===== src/rtl/bit_serial_adder.sv =====
// Bit-serial N-bit adder: one full adder consumes an operand bit pair per clock, LSB first.
// Optional signed-overflow output is enabled by defining BIT_SERIAL_ADDER_OVF_EN.

module bit_serial_adder #(
  parameter int unsigned N = 8
) (
  input  logic         clk,
  input  logic         rst_n,
  input  logic         start,
  input  logic [N-1:0] x,
  input  logic [N-1:0] y,
  input  logic         ci,
  output logic         busy,
  output logic         done,
  output logic [N-1:0] r,
  output logic         co
`ifdef BIT_SERIAL_ADDER_OVF_EN
  ,
  output logic         ovf
`endif
);

  localparam int unsigned CntW = $clog2(N);
  localparam int unsigned SumW = N - 1;
  localparam logic [CntW-1:0] CntLast = CntW'(N - 1);

  typedef enum logic [1:0] {
    StIdle,
    StRun,
    StDone
  } state_e;

  state_e state_q, state_d;

  logic [N-1:0]    xs_q, xs_d;
  logic [N-1:0]    ys_q, ys_d;
  // Only N-1 partial sum bits are ever stored; the last bit goes straight into r.
  logic [SumW-1:0] sum_q, sum_d;
  logic            carry_q, carry_d;
  logic [CntW-1:0] cnt_q, cnt_d;
  logic [N-1:0]    r_q, r_d;
  logic            co_q, co_d;
`ifdef BIT_SERIAL_ADDER_OVF_EN
  logic            ovf_q, ovf_d;
`endif

  logic fa_s;
  logic fa_co;
  logic last_bit;

  fa u_fa (
    .co (fa_co),
    .s  (fa_s),
    .ci (carry_q),
    .x  (xs_q[0]),
    .y  (ys_q[0])
  );

  assign last_bit = (cnt_q == CntLast);

  // State register
  always_ff @(posedge clk or negedge rst_n) begin
    if (!rst_n) begin
      state_q <= StIdle;
    end else begin
      state_q <= state_d;
    end
  end

  // Next-state logic
  always_comb begin
    state_d = state_q;
    unique case (state_q)
      StIdle: begin
        if (start) begin
          state_d = StRun;
        end
      end
      StRun: begin
        if (last_bit) begin
          state_d = StDone;
        end
      end
      StDone: begin
        state_d = StIdle;
      end
      default: begin
        state_d = StIdle;
      end
    endcase
  end

  // Output decode
  always_comb begin
    busy = 1'b0;
    done = 1'b0;
    unique case (state_q)
      StRun:   busy = 1'b1;
      StDone:  done = 1'b1;
      default: begin
        busy = 1'b0;
        done = 1'b0;
      end
    endcase
  end

  // Datapath next-state
  always_comb begin
    xs_d    = xs_q;
    ys_d    = ys_q;
    sum_d   = sum_q;
    carry_d = carry_q;
    cnt_d   = cnt_q;
    r_d     = r_q;
    co_d    = co_q;
`ifdef BIT_SERIAL_ADDER_OVF_EN
    ovf_d   = ovf_q;
`endif
    unique case (state_q)
      StIdle: begin
        if (start) begin
          xs_d    = x;
          ys_d    = y;
          sum_d   = '0;
          carry_d = ci;
          cnt_d   = '0;
        end
      end
      StRun: begin
        xs_d    = xs_q >> 1;
        ys_d    = ys_q >> 1;
        sum_d   = SumW'({fa_s, sum_q} >> 1);
        carry_d = fa_co;
        cnt_d   = cnt_q + CntW'(1);
        if (last_bit) begin
          r_d  = {fa_s, sum_q};
          co_d = fa_co;
`ifdef BIT_SERIAL_ADDER_OVF_EN
          // carry_q is the carry into the MSB position on this edge
          ovf_d = carry_q ^ fa_co;
`endif
        end
      end
      default: begin
        cnt_d = cnt_q;
      end
    endcase
  end

  always_ff @(posedge clk or negedge rst_n) begin
    if (!rst_n) begin
      xs_q    <= '0;
      ys_q    <= '0;
      sum_q   <= '0;
      carry_q <= 1'b0;
      cnt_q   <= '0;
      r_q     <= '0;
      co_q    <= 1'b0;
`ifdef BIT_SERIAL_ADDER_OVF_EN
      ovf_q   <= 1'b0;
`endif
    end else begin
      xs_q    <= xs_d;
      ys_q    <= ys_d;
      sum_q   <= sum_d;
      carry_q <= carry_d;
      cnt_q   <= cnt_d;
      r_q     <= r_d;
      co_q    <= co_d;
`ifdef BIT_SERIAL_ADDER_OVF_EN
      ovf_q   <= ovf_d;
`endif
    end
  end

  assign r  = r_q;
  assign co = co_q;
`ifdef BIT_SERIAL_ADDER_OVF_EN
  assign ovf = ovf_q;
`endif

  // Sanity properties on the controller
  property p_done_one_cycle;
    @(posedge clk) disable iff (!rst_n) done |=> !done;
  endproperty
  assert property (p_done_one_cycle);

  property p_busy_done_exclusive;
    @(posedge clk) disable iff (!rst_n) !(busy && done);
  endproperty
  assert property (p_busy_done_exclusive);

  property p_result_stable_in_run;
    @(posedge clk) disable iff (!rst_n) (busy && !last_bit) |=> $stable(r) && $stable(co);
  endproperty
  assert property (p_result_stable_in_run);

endmodule

// 1-bit full adder used as the serial arithmetic element.
module fa (
  output logic co,
  output logic s,
  input  logic ci,
  input  logic x,
  input  logic y
);

  assign s  = x ^ y ^ ci;
  assign co = (x & y) | (x & ci) | (y & ci);

endmodule


===== config.mk =====
export PLATFORM = sky130hd
export DESIGN_NAME = bit_serial_adder
export DESIGN_NICKNAME = d
export VERILOG_FILES = /design/src/rtl/bit_serial_adder.sv
export SDC_FILE = /design/constraint.sdc
export NUM_CORES = 1
export LEC_CHECK = 0
export CORE_UTILIZATION = 40
export DETAILED_ROUTE_END_ITERATION = 12
export GPL_ROUTABILITY_DRIVEN = 1
export HOLD_SLACK_MARGIN = 0.06
export PLACE_DENSITY = 0.76
export SLEW_MARGIN = 20
export SYNTH_ARGS = -nofsm -noshare
export SYNTH_HDL_FRONTEND = slang
export SYNTH_HIERARCHICAL = 1
export SYNTH_SLANG_ARGS = --single-unit

===== constraint.sdc =====
create_clock -name clk -period 1.64 [get_ports clk]
set_clock_uncertainty 0.2 [all_clocks]
set_input_delay 0.41 -clock clk [delete_from_list [all_inputs] [get_ports clk]]
set_output_delay 0.41 -clock clk [all_outputs]
set_load 0.03 [all_outputs]

==> flow_summary.yaml <==
clock_network:
  cts_root_buf: "clkbuf_8"
  clock_latency_ns: 0.29
  numCtsBuffers: 5
  clockBufferDepth: 2
  hold_buffers: 0
  cts_tree: "built"
  path_clk_slew_ns: 0.08
  htreeDepth: 2
  cts.sinks: 38
timing:
  tightest_slew_ns: 0.274
  post-route-period-util_pct: 102
  relSlewSlack_pct: 81.7
  fmax_mhz: 595
  hold_ws_ns: 0.294
  fin_ws_ns: -0.0404
  timing.setup.tns_ns: -0.0804
  finalHoldViolations: 0
  rsz0062_at_grt: "true"
  maxSlewViolCount: 0
  post-route-min-period_ns: 1.68
  finalSetupViolations: 2
yosys:
  synthTopCellsByArea: "dfrtp_1 54%, nor3_1 10%, mux2_4 7.7%"
  syn_nets: 172
  synthCells: 149
  yosysSeqAreaShare_pct: 54.4
  synth_top_area_share_pct: 54.4
  synth.distinct_cells: 25
  synth_area_leader_cell: "dfrtp_1"
  ys_warn_count: 6
  avgSynthCellArea_um2: 11.7
  synthesis.area_mm2: 0.00175
  ys_ff_latch: 38
setup_path:
  timing.rr.start: "cnt_q[0]"
  cp_common_cell: "buf_6"
  crit_path_top_delay_cell: "dfrtp_2"
  critPathLaunchType: "register"
  path_cells: "buf_6 > inv_4 > nor2_4 > buf_6"
  worstSetupEndpointType: "output pin"
  path_class: "reg2out"
  cp_data_arrival_time_ns: 1.07
  cp_max_fo: 3
  setup.worst_path.start: "state_q[1]"
  crit_required_ns: 1.03
  cpPeakStageDelay_ns: 0.42
drt:
  viasPerCell: 5.68
  drc_errors: 0
  firstDrtPassIters: 4
  postRouteAntennaNets: 0
  vias: 1357
  drt-total-wl_mm: 3.98
  drtIter0Drc: 72
  wl_per_cell_um: 16.7
run_status:
  violations: "negative setup slack"
  status: "finished with violations"
layout:
  drive_above_1_share_pct: 28.6
  final_cell_mix: "36 x dfrtp_1, 34 x nor3_1, 21 x buf_4, 19 x clkdlybuf4s50_1, 15 x o22ai_1"
  nets: 212
  fin_area_mm2: 0.00228
  fin_util_pct: 55.7
  instances_no_fill: 239
  final_common_cell: "dfrtp_1"
  n_antenna_cell: 0
  area_growth_pct: 30.2
worst_hold_path:
  hp-class: "in2async"
floorplanning:
  die_w_um: 68.1
  core_region_area_mm2: 0.00409
  die_y_um: 68.1
  rows: 23
  num_io_pins: 31
  dieArea_mm2: 0.00464
  start_util_pct: 42.8
global_routing:
  grt_pass1_vias: 1352
  grt_max_degree: 39
  track_usage_pct: 19.3
  grt_pass1_wl_mm: 6.47
  grt-ovfl-total: 0
  antenna_found_initial: 0
placement:
  postPlaceCellArea_mm2: 0.00209
  gp_congestion: 0.767
  placed_cells: 228
  hpwl_mm: 2.59
  port_buffers: 30
pwr:
  p_leak_uw: 0.00100
  power_density_mw_per_mm2: 1940
  ir_worst_vdd_uv: 536
flow_run:
  drv_cap: 0
-- area by class of cell --
| class | count | area [um^2] |
|---|---|---|
| Timing Repair Buffer | 44 | 402 |
| Fill cell | 342 | 1810 |
| Multi-Input combinational cell | 96 | 721 |
| Clock buffer | 6 | 82.6 |
| Clock inverter | 1 | 30.0 |
| Sequential cell | 38 | 953 |
| Inverter | 4 | 25.0 |
| Tap cell | 50 | 62.6 |
-- state kept, by name, summed over array words and instances, names as in the netlist --
register and count:
r 8, xs_q 8, ys_q 8, sum_q 7, cnt_q 3, state_q 2
carry_q 1, co 1
-- per-stage QoR --
step	setup WS, ns	power, uW
final	-0.0404	4410
after global routing	-0.0825	4670
after CTS	-0.0420	4370
after detailed placement	-0.249	3490
after global placement	-0.161	3360
after floorplan	0.0715	2980
-- worst paths after layout --
kind | to | slack [ns] | depth (start not counted)
worst min register to register | cnt_q[0] | 0.32 | 1
worst max register to register | r[0] | 0.05 | 4
min in group clk | cnt_q[0] | 0.32 | 1
worst max-delay path | done | -0.04 | 4
worst min-delay path | xs_q[2] | 0.29 | 2
max in group asynchronous | state_q[0] | 0.75 | 2
-- critical path: cells and delay by family (launching register included) --
family / cells / cell delay, ns
buffers and inverters: 3 / 0.31
DFF: 1 / 0.42
and+or+nand+nor: 1 / 0.04
-- per-layer routing --
layer  global-route usage [%]  vias up  wire length [um]
li1                         -      627                 -
met1                     23.6      678              1640
met2                     31.7       44              2030
met5                        0        -                 0
met3                     5.00        8               223
met4                     9.11        0                79
-- Yosys cell counts (all sizes together) --
cell type and instances:
or2 1, inv 4, nand2 4, dfrtp 38, nor2 6, o21bai 1, a22o 9, nor3 36
buf 11, o32ai 3, mux2 9, o21ai 5, and2b 1, fa 1, o22ai 15, ha 2
mux2i 1, nand2b 2
-- where the power goes --
group          internal [uW]  switching (uW)  total [uW]
Combinational            910             969        1880
Clock                    487             325         812
Sequential              1370             351        1720
-- logic make-up (layout without fill, tap and decap cells) --
group	count (synthesis)	after routing	share of synthesized area, %
AOI/OAI and AO/OA	33	33	13.5
adders and majority gates	3	3	2.58
buffers and inverters	15	55	5.94
DFF	38	38	54.4
muxes	10	10	8.30
and+or+nand+nor	50	50	15.3
-- what timing repair did --
item                       4_1_cts  5_1_grt
buffers inserted                 6        0
gates resized for setup          7        5
pin swaps                        0        1
hold endpoints to repair         0        0
setup endpoints to repair       10       16
No activity file was read; power rests on OpenSTA's default activity.
